### config.mk
export PLATFORM = sky130hd
export DESIGN_NAME = change_dispenser
export DESIGN_NICKNAME = d
export VERILOG_FILES = /design/src/rtl/change_dispenser.sv
export SDC_FILE = /design/constraint.sdc
export NUM_CORES = 1
export LEC_CHECK = 0
export CAP_MARGIN = 10
export CORE_UTILIZATION = 52
export DETAILED_ROUTE_END_ITERATION = 10
export PLACE_DENSITY = 0.82
export SLEW_MARGIN = 20
export SYNTH_ARGS = -nofsm -noshare
export SYNTH_HDL_FRONTEND = slang
export SYNTH_SLANG_ARGS = --single-unit
### constraint.sdc
create_clock -name clk -period 4 [get_ports clk]
set_clock_uncertainty 0.15 [all_clocks]
set_input_delay 0.4 -clock clk [delete_from_list [all_inputs] [get_ports clk]]
set_output_delay 0.4 -clock clk [all_outputs]
set_load 0.01 [all_outputs]
### src/rtl/change_dispenser.sv
// change_dispenser
//
// Computes the change for a purchase, plans a greedy coin breakdown over three
// denominations (HI/MID/LO) bounded by the on-board coin stock, dispenses the
// planned coins one per handshake to the coin ejector, then reports the result.
//
// Ports:
//   clk                - system clock, rising edge
//   reset              - asynchronous, active-low reset
//   start              - transaction request, sampled in IDLE only
//   current_amount     - money inserted
//   product_price      - price of the selected product
//   coin_ready         - ejector accepts the offered coin this cycle
//   refill             - stock refill strobe, honoured in IDLE only
//   refill_sel         - 0=LO, 1=MID, 2=HI, 3=ignored
//   refill_qty         - coins added by a refill (saturating)
//   busy               - high in every state except IDLE
//   coin_valid         - coin request to the ejector
//   coin_sel           - denomination of the requested coin: 0=LO, 1=MID, 2=HI
//   done               - one-cycle completion pulse
//   valid_transaction  - result of the last transaction
//   change_amount      - change of the last transaction (0 on failure)
//   stock_hi/mid/lo    - current coin stock per denomination
//   state_dbg          - current FSM state encoding, for observation only
//
// Coin handshake: a coin transfers on every rising edge where coin_valid and
// coin_ready are both high. While coin_valid is high and coin_ready is low,
// coin_sel is held stable; coin_valid never drops without a transfer except
// on reset.

module change_dispenser #(
    parameter int AMT_W      = 8,
    parameter int STOCK_W    = 6,
    parameter int COIN_HI    = 10,
    parameter int COIN_MID   = 5,
    parameter int COIN_LO    = 1,
    parameter int INIT_STOCK = 4
) (
    input  logic               clk,
    input  logic               reset,
    input  logic               start,
    input  logic [AMT_W-1:0]   current_amount,
    input  logic [AMT_W-1:0]   product_price,
    input  logic               coin_ready,
    input  logic               refill,
    input  logic [1:0]         refill_sel,
    input  logic [STOCK_W-1:0] refill_qty,
    output logic               busy,
    output logic               coin_valid,
    output logic [1:0]         coin_sel,
    output logic               done,
    output logic               valid_transaction,
    output logic [AMT_W-1:0]   change_amount,
    output logic [STOCK_W-1:0] stock_hi,
    output logic [STOCK_W-1:0] stock_mid,
    output logic [STOCK_W-1:0] stock_lo,
    output logic [2:0]         state_dbg
);

    typedef enum logic [2:0] {
        S_IDLE     = 3'd0,
        S_PLAN     = 3'd1,
        S_DISPENSE = 3'd2,
        S_DONE     = 3'd3,
        S_FAIL     = 3'd4
    } state_t;

    localparam logic [AMT_W-1:0]   HI_V       = AMT_W'(COIN_HI);
    localparam logic [AMT_W-1:0]   MID_V      = AMT_W'(COIN_MID);
    localparam logic [AMT_W-1:0]   LO_V       = AMT_W'(COIN_LO);
    localparam logic [STOCK_W-1:0] STOCK_INIT = STOCK_W'(INIT_STOCK);

    state_t state_q, state_d;

    logic [AMT_W-1:0]   rem_q;
    logic [AMT_W-1:0]   change_reg_q;
    logic [STOCK_W-1:0] plan_hi_q, plan_mid_q, plan_lo_q;
    logic [STOCK_W-1:0] stock_hi_q, stock_mid_q, stock_lo_q;
    logic               valid_q;
    logic [AMT_W-1:0]   change_q;

    logic               use_hi, use_mid, use_lo;
    logic               any_plan;
    logic               last_coin;
    logic [1:0]         disp_sel;
    logic [STOCK_W+1:0] plan_total;
    logic               refill_ok;

    // Saturating stock add: the extra bit catches the carry out.
    function automatic logic [STOCK_W-1:0] sat_add(input logic [STOCK_W-1:0] a,
                                                   input logic [STOCK_W-1:0] b);
        logic [STOCK_W:0] sum;
        sum = {1'b0, a} + {1'b0, b};
        return sum[STOCK_W] ? {STOCK_W{1'b1}} : sum[STOCK_W-1:0];
    endfunction

    // Greedy plan step, highest denomination first, each bounded by the stock
    // so that dispensing can never underflow a counter.
    always_comb begin
        use_hi  = (rem_q >= HI_V) && (plan_hi_q < stock_hi_q);
        use_mid = !use_hi && (rem_q >= MID_V) && (plan_mid_q < stock_mid_q);
        use_lo  = !use_hi && !use_mid && (rem_q >= LO_V) && (plan_lo_q < stock_lo_q);
    end

    assign any_plan   = (plan_hi_q != '0) || (plan_mid_q != '0) || (plan_lo_q != '0);
    assign plan_total = {2'b00, plan_hi_q} + {2'b00, plan_mid_q} + {2'b00, plan_lo_q};
    assign last_coin  = (plan_total == (STOCK_W+2)'(1));
    assign disp_sel   = (plan_hi_q != '0) ? 2'd2 : ((plan_mid_q != '0) ? 2'd1 : 2'd0);

    // A refill coinciding with an accepted start is dropped: the transaction
    // has already claimed the stock for planning.
    assign refill_ok  = (state_q == S_IDLE) && !start && refill;

    // Next-state logic
    always_comb begin
        state_d = state_q;
        case (state_q)
            S_IDLE: begin
                if (start) begin
                    state_d = (current_amount < product_price) ? S_FAIL : S_PLAN;
                end
            end
            S_PLAN: begin
                if (use_hi || use_mid || use_lo) begin
                    state_d = S_PLAN;
                end else if (rem_q == '0) begin
                    state_d = any_plan ? S_DISPENSE : S_DONE;
                end else begin
                    state_d = S_FAIL;
                end
            end
            S_DISPENSE: begin
                if (coin_ready && last_coin) begin
                    state_d = S_DONE;
                end
            end
            S_DONE:  state_d = S_IDLE;
            S_FAIL:  state_d = S_IDLE;
            default: state_d = S_IDLE;
        endcase
    end

    always_ff @(posedge clk or negedge reset) begin
        if (!reset) begin
            state_q <= S_IDLE;
        end else begin
            state_q <= state_d;
        end
    end

    // Datapath: remainder, plan counters, stock counters and result registers.
    always_ff @(posedge clk or negedge reset) begin
        if (!reset) begin
            rem_q        <= '0;
            change_reg_q <= '0;
            plan_hi_q    <= '0;
            plan_mid_q   <= '0;
            plan_lo_q    <= '0;
            stock_hi_q   <= STOCK_INIT;
            stock_mid_q  <= STOCK_INIT;
            stock_lo_q   <= STOCK_INIT;
            valid_q      <= 1'b0;
            change_q     <= '0;
        end else begin
            case (state_q)
                S_IDLE: begin
                    if (start && (current_amount >= product_price)) begin
                        rem_q        <= current_amount - product_price;
                        change_reg_q <= current_amount - product_price;
                        plan_hi_q    <= '0;
                        plan_mid_q   <= '0;
                        plan_lo_q    <= '0;
                    end
                    if (refill_ok) begin
                        case (refill_sel)
                            2'd0:    stock_lo_q  <= sat_add(stock_lo_q, refill_qty);
                            2'd1:    stock_mid_q <= sat_add(stock_mid_q, refill_qty);
                            2'd2:    stock_hi_q  <= sat_add(stock_hi_q, refill_qty);
                            default: ;
                        endcase
                    end
                end
                S_PLAN: begin
                    if (use_hi) begin
                        plan_hi_q <= plan_hi_q + 1'b1;
                        rem_q     <= rem_q - HI_V;
                    end else if (use_mid) begin
                        plan_mid_q <= plan_mid_q + 1'b1;
                        rem_q      <= rem_q - MID_V;
                    end else if (use_lo) begin
                        plan_lo_q <= plan_lo_q + 1'b1;
                        rem_q     <= rem_q - LO_V;
                    end
                end
                S_DISPENSE: begin
                    if (coin_ready) begin
                        case (disp_sel)
                            2'd2: begin
                                plan_hi_q  <= plan_hi_q - 1'b1;
                                stock_hi_q <= stock_hi_q - 1'b1;
                            end
                            2'd1: begin
                                plan_mid_q  <= plan_mid_q - 1'b1;
                                stock_mid_q <= stock_mid_q - 1'b1;
                            end
                            default: begin
                                plan_lo_q  <= plan_lo_q - 1'b1;
                                stock_lo_q <= stock_lo_q - 1'b1;
                            end
                        endcase
                    end
                end
                default: ;
            endcase

            // Results are published as DONE/FAIL is entered so they are
            // visible together with the done pulse, and then held.
            if (state_d == S_DONE) begin
                valid_q  <= 1'b1;
                change_q <= change_reg_q;
            end else if (state_d == S_FAIL) begin
                valid_q  <= 1'b0;
                change_q <= '0;
            end
        end
    end

    assign busy              = (state_q != S_IDLE);
    assign coin_valid        = (state_q == S_DISPENSE);
    assign coin_sel          = coin_valid ? disp_sel : 2'd0;
    assign done              = (state_q == S_DONE) || (state_q == S_FAIL);
    assign valid_transaction = valid_q;
    assign change_amount     = change_q;
    assign stock_hi          = stock_hi_q;
    assign stock_mid         = stock_mid_q;
    assign stock_lo          = stock_lo_q;
    assign state_dbg         = state_q;

endmodule
==> results of run 1 <==
## path summary, 6_finish.rpt
| path | start | slack [ns] | cells past startpoint | to |
|---|---|---|---|---|
| hold reg to reg | change_reg_q[6]$_DFFE_PN0P_ | 0.33 | 1 | change_reg_q[6]$_DFFE_PN0P_ |
| hold / removal | reset | -0.01 | 1 | stock_mid[0]$_DFFE_PN0P_ |
| setup reg to reg | state_dbg[0]$_DFF_PN0_ | 0.71 | 10 | plan_lo_q[5]$_DFFE_PN0P_ |
| min in group clk | change_reg_q[6]$_DFFE_PN0P_ | 0.33 | 1 | change_reg_q[6]$_DFFE_PN0P_ |
| setup / recovery | state_dbg[0]$_DFF_PN0_ | 0.57 | 6 | coin_sel[0] |
| max in group asynchronous | reset | 2.78 | 2 | stock_mid[2]$_DFFE_PN1P_ |
## synth_stat cells (all sizes together) (5+ instances only)
cell type and n:
nor3 16, fa 14, nor2b 6, ha 69, mux2i 13, dfrtp 61, o21ai 39, nand3 13
xor2 9, xnor2 18, clkbuf 14, nor2 54, inv 68, o31ai 12, nand2 46, a21oi 53
mux2 13, o21bai 7, nand2b 5, a21o 18
## metrics by stage
step / utilization, % / setup WS, ns / instances / total power (W) / hold slack (ns)
finish: 64.0 / 0.573 / 853 / 0.00451 / -0.00964
floorplan: - / 0.303 / 645 / 0.00295 / -0.0456
global route: 64.0 / 0.516 / 853 / 0.00487 / 0.0350
global placement: 61.8 / 0.568 / 837 / 0.00363 / 0.312
CTS: 64.0 / 0.617 / 853 / 0.00445 / 0.0145
detailed placement: 61.8 / 0.501 / 837 / 0.00377 / 0.323
## power by group through the flow
stage               Combinational, W  Clock, W  Sequential, W
floorplan                    0.00173         0        0.00122
global placement             0.00234         0        0.00129
detailed placement           0.00247         0        0.00131
CTS                          0.00249  0.000663        0.00129
global route                 0.00283  0.000698        0.00135
finish                       0.00254  0.000658        0.00131
## kinds of logic (layout without fill, tap and decap cells)
kind of cell             Yosys count  in the layout
adder cells (fa/ha/maj)           83             83
XOR/XNOR                          27             27
AO/OA/AOI/OAI                    186            186
AND/OR/NAND/NOR                  174            174
flip-flops                        64             64
multiplexers                      26             26
buffers and inverters             85            157
## registers in the layout, indices dropped and copies added, names as in the netlist, 6 cells and up
name           flops
change_amount      8
change_reg_q       8
rem_q              8
plan_hi_q          6
plan_lo_q          6
plan_mid_q         6
stock_hi           6
stock_lo           6
stock_mid          6
## final cells by class
| cell class | instances | area (sq um) |
|---|---|---|
| fillers | 831 | 3760 |
| multi-input cells | 496 | 3740 |
| flip-flops and latches | 64 | 1610 |
| repair buffers | 73 | 701 |
| inverters | 68 | 255 |
| well taps | 136 | 170 |
| clock buffers | 9 | 124 |
| clock inverters | 7 | 104 |
## worst max-delay path, stage by stage, from the launching register on
cell and delay, ns:
dfrtp_1 0.52, or3b_2 0.60, inv_1 0.14, buf_4 0.25, nand2_1 0.16, a21oi_1 0.25, clkdlybuf4s50_1 0.58
## layer usage
layer / global-route usage (%) / share of wire (%) / vias to the layer above
li1: - / - / 2465
met1: 36.6 / 43 / 2496
met2: 44.9 / 47 / 263
met3: 5.21 / 7.5 / 42
met4: 11.1 / 2.9 / 0
met5: 0 / 0 / -
==> metrics.yaml, run 1 <==
grt_pass1_vias: 5149
viasPerCell: 6.17
synth_edf_count: 0
yosysTopAreaCellShare_pct: 26.9
dr.pass1.iters: 5
ios: 64
ctsResizeCount: 0
syn_area_sq_um: 5670
p_per_area_nw_per_um2: 673
grt_usage_pct: 27.7
synth.avg_cell_area_sq_um: 8.80
max_slew.worst_pin.slew_ns: 0.931
drc: 0
finalSetupViolations: 0
clock_path_buffers: 2
pwr-share-clk_pct: 14.6
switching_share_pct: 46.7
outcome: "complete, but fails checks"
routed_wirelength_mm: 15.0
async_reset_ff_share_pct: 100
drt_iter0_drc: 508
pwr-share-comb_pct: 56.3
hpwl_mm: 11.5
vias: 5266
htreeDepth: 3
yosysTopAreaCell: "dfrtp_1"
ys_seq_elements: 64
arrival_ns: 2.88
io_buffers: 63
final_common_cell: "ha_1"
grt_setup_unrepaired: "no"
leakagePower_nw: 3.29
tns_ns: 0
synth_warnings: 0
end_kind: "output port"
wl_per_cell_um: 17.6
relSlewSlack_pct: 37.6
cts_tree: "built"
initial_core_util_pct: 54.2
ir_drop_mv: 0.319
synth-seq-area-share_pct: 28.3
synth_fa_ha_area_share_pct: 20.2
fp-row-count: 37
drtAntennaViolNets: 0
area_growth_pct: 18.1
period_needed_ns: 3.43
grt_pass1_wl_mm: 24.4
most-common-layout-cells: "ha_1, inv_1, clkdlybuf4s50_1, dfrtp_1, nor2_1"
internal_power_w: 0.00240
overflow: 0
nets: 824
required_ns: 3.45
synth-xor-area-share_pct: 4.17
synth_cells: 645
clkSinkCount: 64
drive_gt1_share_pct: 7.53
hold_class: "input pin to asynchronous set/reset pin"
ys_types: 69
synth.area.top_cells: "dfrtp_1, ha_1, fa_1"
clock.fmax_ghz: 0.292
insertion_delay_ns: 0.37
seqPwrFrac_pct: 29.1
root_buffer: "clkbuf_8"
fin_crit_sh_pct: 85.7
hold_ws_ns: -0.00964
core_sq_um: 10500
place_area_sq_um: 6470
antenna_found_initial: 0
grt_max_degree: 39
gp_congestion: 0.892
maxCapViolations: 0
hold_viol: 6
postLayoutCellArea_sq_um: 6700
hold_buffers: 0
diodes: 0
worstSetupPathType: "flip-flop to output port"
cts_setup_buffers: 0
synth_top_family_by_area: "compound AO/OA/AOI/OAI gates"
clkTransAtPathRegs_ns: 0.08
dieArea_sq_um: 11300
synth_compound_area_share_pct: 21.9
dieHeight_um: 106
die_width_um: 106
synthSimpleGateAreaFrac_pct: 14.8
drv_slew: 0
violations: "negative hold slack"
cp_max_fo: 17
syn_nets: 757
synth_ff_type: "dfrtp_1"
muxShareOfSynthArea_pct: 4.87
start_kind: "flip-flop"
cts_buffers: 9
switching_power_w: 0.00210
Power figures use the tool's default switching activity.
==> inputs of run 2 (changes only) <==
PLACE_DENSITY = unset   (was 0.82)
PLACE_DENSITY_LB_ADDON = 0.1   (was unset)
==> run 2 against run 1 <==
Net effect: the flow now finishes without violations; worst setup slack worse by 0.12 ns; core utilization down 0.33 points; critical path depth unchanged; worst hold slack better by 0.34 ns; register-to-register slack got worse by 0.12 ns; clock power down 17%; total power down 2.6%; final cell count grew 0.12%.
==> metrics.yaml, run 2 (same netlist as run 1, synthesis figures left out) <==
worstSetupPathType: "flip-flop to output port"
insertion_delay_ns: 0.35  # -0.02 ns
root_buffer: "clkbuf_8"
fin_crit_sh_pct: 88.6  # +2.9 points
grt_pass1_vias: 4910  # -4.6%
fp-row-count: 37  # unchanged
die_width_um: 106  # unchanged
initial_core_util_pct: 54.2  # unchanged
diodes: 0  # unchanged
start_kind: "flip-flop"
cp_max_fo: 14  # -3
grt_pass1_wl_mm: 24.5  # +0.40%
relSlewSlack_pct: 29.4  # -8.2 points
multi_input_area_sq_um: 3740  # unchanged
routed_wirelength_mm: 15.1  # +0.41%
end_kind: "output port"
nets: 825  # +0.12%
core_sq_um: 10500  # unchanged
clock_path_buffers: 2  # unchanged
routed-wl-met3_um: 906  # -19%
layout.area.seq_sq_um: 1610  # unchanged
viasPerCell: 6.04  # -2.2%
final_cells: 854  # +0.12%
clkTransAtPathRegs_ns: 0.07  # about the same
grt_max_degree: 42  # +7.7%
leakagePower_nw: 3.27  # -0.44%
wl_met1_mm: 7.03  # +9.4%
period_needed_ns: 3.54  # +0.117 ns
dieHeight_um: 106  # unchanged
cts_buffers: 9  # unchanged
antenna_found_initial: 0  # unchanged
clock.fmax_ghz: 0.282  # -3.3%
fillers: 900  # +8.3%
ctsResizeCount: 0  # unchanged
final_common_cell: "ha_1"
ios: 64  # unchanged
maxCapViolations: 0  # unchanged
pre_cts_slack_ns: 0.553  # +0.0519 ns
hold_viol: 0  # -6
outcome: "complete, no violations"
hold_class: "flip-flop to flip-flop"
finalSetupViolations: 0  # unchanged
dieArea_sq_um: 11300  # unchanged
vias: 5158  # -2.1%
p_per_area_nw_per_um2: 659  # -2.1%
hpwl_mm: 11.5  # +0.56%
io_buffers: 63  # unchanged
area_growth_pct: 17.4
wl_per_cell_um: 17.6  # +0.29%
grt_usage_pct: 27.9  # +0.14 points
max_slew.worst_pin.slew_ns: 1.05  # +0.120 ns
drtAntennaViolNets: 0  # unchanged
drc: 0  # unchanged
htreeDepth: 3  # unchanged
required_ns: 3.45  # about the same
overflow: 0  # unchanged
utilization_pct: 63.7  # -0.33 points
clkSinkCount: 64  # unchanged
setup_ws_ns: 0.456  # -0.117 ns
wl_met2_mm: 6.79  # -3.2%
dr.pass1.iters: 6  # +1
drt_iter0_drc: 476  # -6.3%
arrival_ns: 2.99  # +0.11 ns
cts_tree: "built"
grt_setup_unrepaired: "no"
ir_drop_mv: 0.353  # +11%
tns_ns: 0  # unchanged
drive_gt1_share_pct: 7.10  # -0.43 points
gp_congestion: 0.915  # +2.6%
drv_slew: 0  # unchanged
dp_cells: 837  # unchanged
most-common-layout-cells: "ha_1, inv_1, clkdlybuf4s50_1, dfrtp_1, nor2_1"
highest_layer: "met4"
run 2: changes by cell type in the layout (fill, tap and decap cells not counted):
| cell | delta |
|---|---|
| bufinv_16 | -1 |
| dlygate4sd3_1 | +1 |
| buf_4 | +1 |
| inv_6 | -2 |
| clkinv_4 | -3 |
| buf_2 | -1 |
| clkinv_2 | +3 |
| clkbuf_1 | +3 |
run 2: cell type report:
type	instances	area share [%]
clock buffers	12	2.03
clock inverters	4	0.676
inverters	68	3.83
multi-input cells	496	56.1
flip-flops and latches	64	24.1
well taps	136	2.55
repair buffers	74	10.7
run 2: worst paths after layout:
path	endpoint	start	depth (start not counted)	slack, ns
setup / recovery	coin_sel[0]	state_dbg[0]$_DFF_PN0_	6	0.46
setup reg to reg	change_amount[3]$_DFFE_PN0P_	plan_hi_q[1]$_DFFE_PN0P_	10	0.59
min in group asynchronous	stock_mid[1]$_DFFE_PN0P_	reset	2	0.44
hold / removal	valid_transaction$_DFFE_PN0P_	valid_transaction$_DFFE_PN0P_	2	0.33
hold reg to reg	valid_transaction$_DFFE_PN0P_	valid_transaction$_DFFE_PN0P_	2	0.33
max in group asynchronous	stock_hi[2]$_DFFE_PN1P_	reset	3	2.47
run 2: timing repair:
action | CTS | global route
hold endpoints to repair | 0 | 38
hold buffers | 0 | 1
setup buffers | 0 | 0
run 2: metal layers:
metal / up-vias / global-route usage [%]
met5: - / 0
li1: 2454 / -
met1: 2476 / 39.1
met2: 195 / 43.8
met3: 33 / 3.37
met4: 0 / 10.9
run 2: metrics by stage:
step	total power [W]	instance area (sq um)	hold WS (ns)
2_1_floorplan	0.00295	5670	-0.0456
3_3_place_gp	0.00370	6470	0.310
3_5_place_dp	0.00379	6470	0.315
4_1_cts	0.00437	6650	0.116
5_1_grt	0.00477	6660	0.359
6_report	0.00439	6660	0.330
run 2: worst max-delay path: stages, from the launching register on:
cell and delay (ns):
dfrtp_1 0.49, or3b_2 0.51, inv_1 0.45, buf_4 0.26, nand2_1 0.14, a21oi_1 0.22
clkdlybuf4s50_1 0.57
run 2: report_power, final:
part	switching (W)	total, W	internal (W)	leakage, nW
sequential	0.000399	0.00130	0.000903	0.803
combinational	0.00140	0.00254	0.00115	2.37
clock	0.000257	0.000543	0.000285	0.0941
==> inputs of run 3 (changes only) <==
CORE_UTILIZATION = 58   (was 52)
clock period = 3.3 ns   (was 4 ns; I/O delays follow)
==> run 3 against run 2 <==
Net effect: total power rose by 25%; clock power rose by 33%; sequential power rose by 20%; critical endpoint unchanged; non-clock buffer count rose by 14; core utilization rose by 8.7 points; register-to-register slack got worse by 0.44 ns; routed wire length fell by 0.72%; critical path type unchanged; worst hold slack improved by 0.00060 ns; global-route usage rose by 3.4 points; cell area rose by 1.7%; first-iteration DRC count fell by 22%; count of clock-buffer cells in the layout fell by 3.
==> metrics.yaml, run 3 (same netlist as run 1, synthesis figures left out) <==
period_needed_ns: 3.24
hold_viol: 0  # unchanged
cts_buffers: 9  # unchanged
grt_pass1_wl_mm: 24.3  # -1.0%
crit_buf_inv: 1  # -2
antenna_found_initial: 0  # unchanged
cp_max_fo: 5  # -9
maxCapViolations: 0  # unchanged
path_cells: "or4_1 > nor3_1 > nand2_1 > a21oi_1 > clkdlybuf4s50_1"
viasPerCell: 6.03  # -0.24%
drtAntennaViolNets: 0  # unchanged
max_slew.worst_pin.slew_ns: 1.11  # +0.0635 ns
grt_usage_pct: 31.3  # +3.4 points
setup_ws_ns: 0.0605  # -0.395 ns
critPathMaxStageDelay_ns: 0.58  # about the same
diodes: 0  # unchanged
grt_pass1_vias: 4959  # +1.0%
io_buffers: 63  # unchanged
cts_tree: "built"
vias: 5188  # +0.58%
root_buffer: "clkbuf_8"
hold_class: "flip-flop to flip-flop"
die_width_um: 101  # -5.2%
dieArea_sq_um: 10200  # -10%
place_area_sq_um: 6570  # +1.5%
required_ns: 2.82  # -0.63 ns
routed_wirelength_mm: 14.9  # -0.72%
end_kind: "output port"
dieHeight_um: 101  # -5.2%
postLayoutCellArea_sq_um: 6780  # +1.7%
pre_cts_slack_ns: 0.00883  # -0.544 ns
cts_setup_buffers: 0  # unchanged
finalSetupViolations: 0  # unchanged
area_growth_pct: 19.5
clock_path_buffers: 2  # unchanged
fp-row-count: 35  # -5.4%
arrival_ns: 2.76  # -0.23 ns
htreeDepth: 3  # unchanged
p_per_area_nw_per_um2: 808  # +23%
final_cells: 861  # +0.82%
start_kind: "flip-flop"
drt_iter0_drc: 373  # -22%
dp_cells: 844  # +0.84%
overflow: 0  # unchanged
wl_per_cell_um: 17.4  # -1.5%
insertion_delay_ns: 0.37  # +0.02 ns
hpwl_mm: 11.6  # +0.42%
ir_drop_mv: 0.487  # +38%
tns_ns: 0  # unchanged
most-common-layout-cells: "ha_1, inv_1, clkdlybuf4s50_1, dfrtp_1, nor2_1"
grt_setup_unrepaired: "no"
leakagePower_nw: 3.34  # +2.0%
ios: 64  # unchanged
initial_core_util_pct: 60.5  # +6.3 points
critPathTopFamily: "simple AND/OR/NAND/NOR gates"
drc: 0  # unchanged
drive_gt1_share_pct: 9.43  # +2.3 points
gp_congestion: 0.960  # +4.9%
fin_crit_sh_pct: 98.2
critPathSlowestCell: "clkdlybuf4s50_1"
dr.pass1.iters: 5  # -1
relSlewSlack_pct: 25.3  # -4.1 points
fillers: 747  # -17%
worstSetupPathType: "flip-flop to output port"
clkSinkCount: 64  # unchanged
drv_slew: 0  # unchanged
clock.fmax_ghz: 0.309
core_sq_um: 9370  # -10%
outcome: "complete, no violations"
nets: 839  # +1.7%
grt_max_degree: 37  # -12%
final_common_cell: "ha_1"
hold_ws_ns: 0.331  # +0.000600 ns
clkTransAtPathRegs_ns: 0.08  # about the same
-- run 3: cell types whose count changed in the layout (fill, tap and decap cells not counted), sizes merged --
cell,before,now
buf,11,25
clkbuf,12,9
clkinvlp,0,3
clkinv,3,1
inv,68,70
-- run 3: metrics by stage --
stage	util (%)	total power [W]
after floorplan	-	0.00357
after global placement	70.1	0.00457
after detailed placement	70.1	0.00471
after CTS	72.3	0.00545
after global routing	72.3	0.00593
final	72.3	0.00548
-- run 3: worst paths after layout --
check | slack [ns] | cells past startpoint | to | from
min | 0.33 | 2 | valid_transaction$_DFFE_PN0P_ | valid_transaction$_DFFE_PN0P_
min in group asynchronous | 0.36 | 2 | stock_lo[1]$_DFFE_PN0P_ | reset
max in group asynchronous | 1.67 | 3 | plan_mid_q[2]$_DFFE_PN0P_ | reset
max | 0.06 | 5 | coin_sel[0] | plan_hi_q[2]$_DFFE_PN0P_
min reg2reg | 0.33 | 2 | valid_transaction$_DFFE_PN0P_ | valid_transaction$_DFFE_PN0P_
max reg2reg | 0.15 | 9 | rem_q[4]$_DFFE_PN0P_ | rem_q[1]$_DFFE_PN0P_
-- run 3: report_power, final --
| part | internal [W] | switching (W) | total, W |
|---|---|---|---|
| Sequential | 0.00109 | 0.000462 | 0.00156 |
| Combinational | 0.00147 | 0.00173 | 0.00320 |
| Clock | 0.000355 | 0.000366 | 0.000721 |
| Total | 0.00292 | 0.00256 | 0.00548 |
-- run 3: repair_timing --
| action | 4_1_cts | 5_1_grt |
|---|---|---|
| hold buffers | 1 | 0 |
| hold endpoints to repair | 26 | 0 |
| gates resized for setup | 0 | 1 |
| setup endpoints to repair | 0 | 2 |
-- run 3: worst register-to-register path, cell delays in order (launching register included) --
cell and delay [ns]:
dfrtp_1 0.47, inv_1 0.18, ha_1 0.25, nor2b_1 0.15
o2111ai_1 0.29, o2111ai_1 0.31, a21oi_1 0.22, o21ai_0 0.24
and3_1 0.27, or4_1 0.50
-- run 3: layer usage --
layer | share of wire, % | routed length [um] | global-route usage [%]
met3 | 6.7 | 1010 | 5.48
met2 | 45 | 6730 | 49.2
met5 | 0 | 0 | 0
met1 | 46 | 6900 | 43.8
met4 | 2.0 | 303 | 10.4
-- run 3: final cells by class --
type	instances	area [sq um]	share of cell area, %
clock buffers	9	124	1.83
clock inverters	7	78.8	1.16
inverters	68	255	3.77
multi-input cells	496	3740	55.1
flip-flops and latches	64	1610	23.7
well taps	129	161	2.38
repair buffers	88	816	12.0
